===== src/rtl/tune_sequencer.sv =====
// tune_sequencer
//   Plays a note list from a synchronous ROM. Each 8-bit note word holds a
//   pitch code [7:3] and a length code [2:0] (duration 2^L ticks). The pitch
//   code is converted to a half-period divider for the square-wave tone
//   generator. Word 8'h00 ends the tune. P=0 and P=25..31 are rests.
//   Tick timing comes from a prescaler of TICK_DIV clock cycles.
//
// Ports
//   CLK       system clock (single clock domain)
//   RST       synchronous, active-high reset
//   START     one-cycle pulse; begins playback at address 0 when idle
//   STOP      aborts playback from any state; wins over START
//   ROM_ADDR  note word address
//   ROM_DATA  note word, valid the cycle after ROM_ADDR is presented
//   TONE_DIV  half-period reload value for the tone generator
//   TONE_EN   tone generator enable (0 = silent)
//   BUSY      high while a tune is being played
//   DONE      one-cycle pulse on normal completion
//
// Configuration macro
//   TUNE_SEQ_LOOP_EN  when defined, the tune repeats from address 0 on the
//                     end marker (unless it sits at address 0) and on the
//                     address wrap; only STOP or RST ends playback.

module tune_sequencer #(
  parameter int TICK_DIV  = 250000,
  parameter int ADDR_W    = 8,
  parameter int GAP_TICKS = 1
) (
  input  logic              CLK,
  input  logic              RST,
  input  logic              START,
  input  logic              STOP,
  output logic [ADDR_W-1:0] ROM_ADDR,
  input  logic [7:0]        ROM_DATA,
  output logic [19:0]       TONE_DIV,
  output logic              TONE_EN,
  output logic              BUSY,
  output logic              DONE
);

  localparam int PW = (TICK_DIV > 1) ? $clog2(TICK_DIV) : 1;
  localparam logic [PW-1:0] PRESC_LAST = PW'(TICK_DIV - 1);
  localparam logic [ADDR_W-1:0] ADDR_LAST = '1;
  // Notes never exceed 128 ticks, so clamping the gap length to 255 keeps
  // the comparison exact in 8 bits.
  localparam int GAP_CLAMP = (GAP_TICKS > 255) ? 255 : ((GAP_TICKS < 0) ? 0 : GAP_TICKS);
  localparam logic [7:0] GAP_T = 8'(GAP_CLAMP);

  localparam logic [1:0] S_IDLE   = 2'd0;
  localparam logic [1:0] S_FETCH  = 2'd1;
  localparam logic [1:0] S_DECODE = 2'd2;
  localparam logic [1:0] S_PLAY   = 2'd3;

  logic [1:0]    state;
  logic [PW-1:0] presc;
  logic [7:0]    ticks;    // ticks remaining in the current note, including this one
  logic          gap_en;   // sounded note long enough to carry a silent gap

  // Lower octave half-periods (A3..G#4) at 16 MHz.
  function automatic logic [15:0] base_div(input logic [3:0] idx);
    case (idx)
      4'd0:    base_div = 16'd36364;
      4'd1:    base_div = 16'd34323;
      4'd2:    base_div = 16'd32396;
      4'd3:    base_div = 16'd30578;
      4'd4:    base_div = 16'd28862;
      4'd5:    base_div = 16'd27242;
      4'd6:    base_div = 16'd25713;
      4'd7:    base_div = 16'd24270;
      4'd8:    base_div = 16'd22908;
      4'd9:    base_div = 16'd21622;
      4'd10:   base_div = 16'd20408;
      4'd11:   base_div = 16'd19263;
      default: base_div = 16'd0;
    endcase
  endfunction

  function automatic logic is_rest(input logic [4:0] p);
    is_rest = (p == 5'd0) || (p > 5'd24);
  endfunction

  // Upper octave reuses the lower table at half the period.
  function automatic logic [19:0] pitch_div(input logic [4:0] p);
    logic [15:0] b;
    if (p <= 5'd12) begin
      b = base_div(4'(p - 5'd1));
      pitch_div = {4'd0, b};
    end else begin
      b = base_div(4'(p - 5'd13));
      pitch_div = {5'd0, b[15:1]};
    end
  endfunction

  logic [4:0] pcode;
  logic [2:0] lcode;
  logic [7:0] dur;
  logic       rest;
  logic       tick_end;

  assign pcode    = ROM_DATA[7:3];
  assign lcode    = ROM_DATA[2:0];
  assign dur      = 8'd1 << lcode;
  assign rest     = is_rest(pcode);
  assign tick_end = (presc == PRESC_LAST);

  always_ff @(posedge CLK) begin
    if (RST) begin
      state    <= S_IDLE;
      presc    <= '0;
      ticks    <= '0;
      gap_en   <= 1'b0;
      ROM_ADDR <= '0;
      TONE_DIV <= '0;
      TONE_EN  <= 1'b0;
      BUSY     <= 1'b0;
      DONE     <= 1'b0;
    end else begin
      DONE <= 1'b0;
      if (STOP && (state != S_IDLE)) begin
        state   <= S_IDLE;
        TONE_EN <= 1'b0;
        BUSY    <= 1'b0;
      end else begin
        case (state)
          S_IDLE: begin
            if (START && !STOP) begin
              state    <= S_FETCH;
              ROM_ADDR <= '0;
              BUSY     <= 1'b1;
            end
          end
          // ROM latency cycle: the word for ROM_ADDR arrives during DECODE.
          S_FETCH: state <= S_DECODE;
          S_DECODE: begin
            if (ROM_DATA == 8'h00) begin
`ifdef TUNE_SEQ_LOOP_EN
              // An end marker at address 0 means an empty tune; finish rather than spin.
              if (ROM_ADDR != '0) begin
                ROM_ADDR <= '0;
                state    <= S_FETCH;
              end else begin
                state <= S_IDLE;
                BUSY  <= 1'b0;
                DONE  <= 1'b1;
              end
`else
              state <= S_IDLE;
              BUSY  <= 1'b0;
              DONE  <= 1'b1;
`endif
            end else begin
              state   <= S_PLAY;
              ticks   <= dur;
              presc   <= '0;
              TONE_EN <= !rest;
              gap_en  <= !rest && (dur > GAP_T);
              if (!rest) TONE_DIV <= pitch_div(pcode);
            end
          end
          S_PLAY: begin
            if (tick_end) begin
              presc <= '0;
              if (ticks == 8'd1) begin
                TONE_EN <= 1'b0;
                if (ROM_ADDR == ADDR_LAST) begin
`ifdef TUNE_SEQ_LOOP_EN
                  ROM_ADDR <= '0;
                  state    <= S_FETCH;
`else
                  state <= S_IDLE;
                  BUSY  <= 1'b0;
                  DONE  <= 1'b1;
`endif
                end else begin
                  ROM_ADDR <= ROM_ADDR + ADDR_W'(1);
                  state    <= S_FETCH;
                end
              end else begin
                ticks <= ticks - 8'd1;
                // Entering the trailing silent ticks of a sounded note.
                if (gap_en && ((ticks - 8'd1) <= GAP_T)) TONE_EN <= 1'b0;
              end
            end else begin
              presc <= presc + PW'(1);
            end
          end
          default: state <= S_IDLE;
        endcase
      end
    end
  end

endmodule


===== config.mk =====
export PLATFORM = sky130hd
export DESIGN_NAME = tune_sequencer
export DESIGN_NICKNAME = d
export VERILOG_FILES = /design/src/rtl/tune_sequencer.sv
export SDC_FILE = /design/constraint.sdc
export NUM_CORES = 1
export LEC_CHECK = 0
export ABC_AREA = 1
export BUFFER_PORTS_ARGS = -buffer_cell sky130_fd_sc_hd__buf_2
export CAP_MARGIN = 25
export CORE_MARGIN = 3
export CORE_UTILIZATION = 45
export DETAILED_ROUTE_END_ITERATION = 10
export GPL_TIMING_DRIVEN = 0
export PLACE_DENSITY = 0.66
export SLEW_MARGIN = 20
export SYNTH_ARGS = -nofsm -noshare
export SYNTH_HDL_FRONTEND = slang
export SYNTH_SLANG_ARGS = --single-unit
export TNS_END_PERCENT = 5

===== constraint.sdc =====
create_clock -name CLK -period 1.85 [get_ports CLK]
set_input_delay 0.0925 -clock CLK [delete_from_list [all_inputs] [get_ports CLK]]
set_output_delay 0.0925 -clock CLK [all_outputs]
set_load 0.01 [all_outputs]

==> results of run 1 <==
repair_timing:
| action | CTS | global route |
|---|---|---|
| pin swaps | 0 | 6 |
| hold buffers | 1 | 0 |
| setup endpoints to repair | 40 | 48 |
| setup buffers | 0 | 7 |
| cloned | 0 | 1 |
| hold endpoints to repair | 1 | 0 |
| resized for setup | 11 | 37 |
cells by family (layout without fill, tap and decap cells):
| family | count (synthesis) | count (layout) |
|---|---|---|
| other | 1 | 4 |
| and+or+nand+nor | 310 | 311 |
| DFF | 56 | 56 |
| AOI/OAI and AO/OA | 114 | 114 |
| adders and majority gates | 20 | 20 |
| buffers and inverters | 102 | 156 |
| xor gates and xnor gates | 7 | 7 |
worst min-delay path by stage:
| stage | to | from | cells after the start |
|---|---|---|---|
| after CTS | gap_en | ROM_DATA[2] | 3 |
| after global placement | presc[14] | RST | 2 |
| final | gap_en | ROM_DATA[2] | 3 |
| after detailed placement | presc[14] | RST | 2 |
| after floorplan | presc[14] | RST | 1 |
| after global routing | gap_en | ROM_DATA[2] | 3 |
per-layer routing:
layer  track usage (%)  up-vias
met4              6.74        0
met1              28.9     1897
li1                  -     2099
met3              3.18       17
met2              35.1       94
met5                 0        -
power groups by stage:
stage               logic [mW]  clock network [mW]  registers, mW
finish                    2.20               0.699           1.55
global route              2.50               0.766           1.58
CTS                       2.02               0.719           1.53
detailed placement        2.00                   0           1.56
global placement          1.97                   0           1.55
floorplan                 1.50                   0           1.58
registers in the layout, indices dropped and copies added, names as in the netlist:
name and cells:
presc 18, TONE_DIV 16, ROM_ADDR 8, ticks 8, state 2, BUSY 1
DONE 1, TONE_EN 1, gap_en 1
layout by cell type, fill, tap and decap left out, types with 8 or more instances in the layout:
master   Yosys  routed
nand2_1    124     122
nor2_1      93      86
inv_1       70      66
dfxtp_1     56      51
o21ai_0     43      37
buf_2        2      37
nand3_1     35      35
a21oi_1     32      32
o21ai_1     13      19
ha_1        20      15
nand4_1     13      13
nor3_1      12      12
inv_2        9      11
buf_4        4      11
nand2_2      6       8
stage by stage:
stage	instance area [um2]	utilization (%)	setup WS [ns]	hold WS [ns]
global placement	4350	51.6	-0.648	0.326
finish	4640	55.1	0.0985	0.129
CTS	4470	53.1	-0.000901	0.122
detailed placement	4350	51.6	-0.615	0.325
floorplan	4030	-	0.000858	0.172
global route	4640	55.1	-0.0340	0.136
cell type report:
cell class	count	share of cell area, %
repair buffers	46	5.82
clock buffers	6	1.56
flip-flops and latches	56	24.3
clock inverters	2	0.350
plain buffers	18	2.97
multi-input cells	456	54.9
well taps	105	2.83
inverters	84	7.31
tightest hold or removal path, delay by kind of cell:
kind	cells	cell delay, ns
buffers and inverters	1	0.14
AO/OA/AOI/OAI	2	0.18
==> flow_metrics.tcl, run 1 <==
set metrics [dict create \
    outcome "finished, final reports clean" \
    nNetsFinal 699 \
    endpoint "ROM_ADDR[0]" \
    viasPerCell 5.31 \
    clkPwrFrac_pct 15.7 \
    num_vias 4107 \
    synth-async-reset-ratio_pct 0 \
    cap_violations 0 \
    ctsRootBufferMaster "clkbuf_8" \
    synth_area_mm2 0.00402 \
    core_mm2 0.00842 \
    die-width_um 100 \
    multiInputGateArea_mm2 0.00255 \
    swShare_pct 43.9 \
    yosysMostFrequentCell "nand2_1" \
    reg2reg_from "presc[0]" \
    synth_ff_type "dfxtp_1" \
    leakagePower_nw 2.08 \
    drv_slew 0 \
    vdd.ir_drop.worst_mv 0.419 \
    drc 0 \
    path_class "flip-flop to flip-flop" \
    grt_antenna_before_repair 0 \
    drt_iter0_markers 158 \
    yosysWarnings 0 \
    top_layer "met4" \
    overflow 0 \
    htreeDepth 2 \
    synthSimpleGateAreaFrac_pct 36.7 \
    start_util_pct 47.7 \
    fmax_ghz 0.571 \
    fin_crit_ns 1.75 \
    r2r_setup_slack_ns 0.1 \
    finalHoldViolCount 0 \
    fill_cells 867 \
    startpoint "presc[0]" \
    muxShareOfSynthArea_pct 0 \
    powerDensity_mw_per_mm2 960 \
    ff2ff_path_depth 11 \
    drt-met1-wl_mm 4.84 \
    ys_ff_latch 56 \
    timing.rr.end "ROM_ADDR[0]" \
    rows 33 \
    synth_area_leaders "dfxtp_1 (28%), nand2_1 (12%), nor2_1 (8.7%)" \
    endpoint_kind "flip-flop" \
    finalWeightedCongestion 0.950 \
    io_pins 43 \
    syn_inst 610 \
    worstPathRequired_ns 2.07 \
    arrival_ns 1.97 \
    cts_tree "done" \
    finalCritPeriodShare_pct 94.7 \
    ant_nets 0 \
    synth_top_family_by_area "simple AND/OR/NAND/NOR gates" \
    hpwlAfterDp_mm 8.06 \
    cpLargestDelayFamily "simple AND/OR/NAND/NOR gates" \
    netlist_top_cells_count "nand2_1 (124), nor2_1 (93), inv_1 (70), dfxtp_1 (56), o21ai_0 (43)" \
    crit_slowest_cell "dfxtp_2" \
    synth_cell_types 49 \
    synth.avg_cell_area_um2 6.59 \
    layout-drive-gt1-share_pct 21.0 \
    p_switching_mw 1.96 \
    seq_area_mm2 0.00113 \
    synth-edff-count 0 \
    dieHeight_um 100 \
    dr.pass1.iters 4 \
    grtUsageTotal_pct 21.4 \
    synth_top_area_share_pct 27.9 \
    final-setup-viol-count 0 \
    combPwrFrac_pct 49.4 \
    clk_latency_ns 0.32 \
    synthXorXnorAreaFrac_pct 1.53 \
    synthAdderAreaFrac_pct 6.23 \
    clk_transition_reported_paths_ns 0.11 \
    grt_max_degree 18 \
    dr_wl_met3_um 459 \
    finalPower_mw 4.45 \
    cpPeakStageDelay_ns 0.37 \
    wl_met2_mm 5.07 \
    yosysSeqAreaShare_pct 27.9 \
    cts_made_buffers 5 \
    post-place-cells 756 \
    cts.sinks 56 \
    hold_path_class "input pin to flip-flop" \
    crit_path_cell_trace "ha_2 > nand2_1 > nor2_2 > inv_2 > nor2_4 > nand2_2 > nand2_4 > nand3_4 > buf_6 > o21ai_4 > nor2_1" \
    yosysTopAreaCell "dfxtp_1" \
    tightest_slew_ns 0.567 \
    grt_pass1_wl_mm 17.8 \
    clock_skew_ns 0.00994 \
    slew-limit-headroom_pct 62.2 \
    grt_pass1_vias 3808 \
    cp_num_buf_inv 2 \
    critPathMaxFanout 10 \
    p_seq_share_pct 34.9 \
    clock_path_buffers 2 \
    grt_setup_unrepaired "true" \
    die_area_mm2 0.0101 \
    wl_mm 10.6 \
    fin_cells 773 \
    synth_compound_area_share_pct 16.2 \
    area_delta_synth_final_pct 15.5 \
    io_buffers 38 \
    crit_cells 11 \
    wire_per_inst_um 13.7 \
    p_int_mw 2.50 \
    n_antenna_cell 0 \
    setup-tns-final_ns 0 \
    worstSetupStartpointType "flip-flop" \
]
No activity file was read; power rests on OpenSTA's default activity.
==> run 2: changes to the inputs <==
- MAX_ROUTING_LAYER: not set -> met4
==> flow_metrics.tcl, run 2 (same netlist as run 1, synthesis figures left out) <==
set metrics [dict create \
    wire_per_inst_um 13.6 \
    final_common_cell "nand2_1" \
    layout-drive-gt1-share_pct 20.5 \
    finalWeightedCongestion 0.966 \
    grt_antenna_before_repair 0 \
    worstSetupStartpointType "flip-flop" \
    drt_iter0_markers 190 \
    cap_violations 0 \
    fmax_ghz 0.569 \
    tightest_slew_ns 0.570 \
    clock_path_buffers 2 \
    area_delta_synth_final_pct 14.7 \
    reg_top3 "presc: 18 flops, TONE_DIV: 16 flops" \
    overflow 0 \
    swShare_pct 44.1 \
    wl_mm 10.5 \
    io_buffers 38 \
    clock_skew_ns 0.0147 \
    grtUsageTotal_pct 22.2 \
    grt_setup_unrepaired "true" \
    leakagePower_nw 2.08 \
    top_register "presc" \
    p_switching_mw 1.94 \
    vdd.ir_drop.worst_mv 0.408 \
    layout_common_cells "nand2_1 (121), nor2_1 (85), inv_1 (66)" \
    dr.pass1.iters 4 \
    cts.sinks 56 \
    clk_transition_reported_paths_ns 0.11 \
    whs_ns 0.121 \
    clk_latency_ns 0.32 \
    finalCritPeriodShare_pct 95.0 \
    p_seq_share_pct 35.1 \
    crit_path_cell_trace "ha_1 > nand2_1 > nor2_2 > inv_1 > nor2_4 > nand2_4 > nand2_8 > nand3_4 > buf_6 > o21ai_2 > nor2_1" \
    ctsRootBufferMaster "clkbuf_8" \
    die_area_mm2 0.0101 \
    hold_path_class "input pin to flip-flop" \
    worstPathRequired_ns 2.07 \
    grt_pass1_wl_mm 18.0 \
    finalHoldViolCount 0 \
    cts_tree "done" \
    grt_max_degree 19 \
    cp_num_buf_inv 2 \
    core_mm2 0.00842 \
    grt_pass1_vias 3865 \
    powerDensity_mw_per_mm2 955 \
    cts_made_buffers 5 \
    nNetsFinal 695 \
    final-setup-viol-count 0 \
    htreeDepth 2 \
    path_class "flip-flop to flip-flop" \
    combPwrFrac_pct 48.8 \
    slew-limit-headroom_pct 62.0 \
    critPathMaxFanout 10 \
    hpwlAfterDp_mm 8.16 \
    largest_reg_flops 18 \
    finalPower_mw 4.40 \
    drv_slew 0 \
    io_pins 43 \
    fill_cells 863 \
    ant_nets 0 \
    cpLargestDelayFamily "simple AND/OR/NAND/NOR gates" \
    num_vias 4068 \
    arrival_ns 1.98 \
    cpPeakStageDelay_ns 0.36 \
    crit_slowest_cell "dfxtp_2" \
    clkPwrFrac_pct 16.1 \
    rows 33 \
    viasPerCell 5.29 \
    start_util_pct 47.7 \
    n_antenna_cell 0 \
    endpoint_kind "flip-flop" \
    p_int_mw 2.46 \
    dieHeight_um 100 \
    die-width_um 100 \
    drc 0 \
    fin_crit_ns 1.76 \
    outcome "finished, final reports clean" \
]
run 2: worst min-delay path, stage by stage:
cell	delay, ns
buf_2	0.14
o21ai_2	0.07
a21oi_2	0.10
run 2: routing by layer:
| metal | part of all wire, % | up-vias | GRT usage (%) |
|---|---|---|---|
| li1 | - | 2081 | - |
| met2 | 49 | 101 | 36.2 |
| met3 | 4.7 | 11 | 3.46 |
| met5 | 0 | - | - |
| met1 | 46 | 1875 | 29.1 |
| met4 | 0.88 | 0 | 4.87 |
run 2: area by class of cell:
type	instances	area, um2	area share, %
buffer	18	141	3.07
clock buffer	5	68.8	1.49
clock inverter	3	22.5	0.489
inverter	84	342	7.41
multi-input combinational	455	2540	55.2
sequential	56	1120	24.4
tap	105	131	2.85
timing repair buffer	43	235	5.10
run 2: worst paths after layout:
path / cells past startpoint / slack [ns] / startpoint / end
max: 11 / 0.09 / presc[0] / ROM_ADDR[1]
min reg2reg: 2 / 0.50 / ROM_ADDR[5] / ROM_ADDR[5]
min: 3 / 0.12 / ROM_DATA[2] / gap_en
max reg2reg: 11 / 0.09 / presc[0] / ROM_ADDR[1]
run 2: power by group through the flow:
stage,sequential (mW),combinational (mW),clock (mW)
4_1_cts,1.53,2.03,0.727
5_1_grt,1.57,2.45,0.769
6_report,1.54,2.15,0.710
3_3_place_gp,1.55,1.97,0
3_5_place_dp,1.56,2.01,0
2_1_floorplan,1.58,1.50,0
run 2: stage by stage:
step / instance area (um2) / util [%] / TNS, ns / cells / worst slack [ns]
2_1_floorplan: 4030 / - / 0 / 613 / 0.000858
3_3_place_gp: 4350 / 51.6 / -7.52 / 756 / -0.653
3_5_place_dp: 4350 / 51.6 / -7.82 / 756 / -0.640
4_1_cts: 4470 / 53.1 / 0 / 766 / 0.00138
5_1_grt: 4610 / 54.7 / -0.124 / 769 / -0.0265
6_report: 4610 / 54.7 / 0 / 769 / 0.0917
run 2: timing repair:
item                                    4_1_cts  5_1_grt
endpoints found under the hold margin         1        0
pin swaps                                     0        4
buffers inserted                              1        3
endpoints found under the setup margin       41       52
resized for setup                             8       44
gates cloned                                  0        0
hold buffers                                  1        0
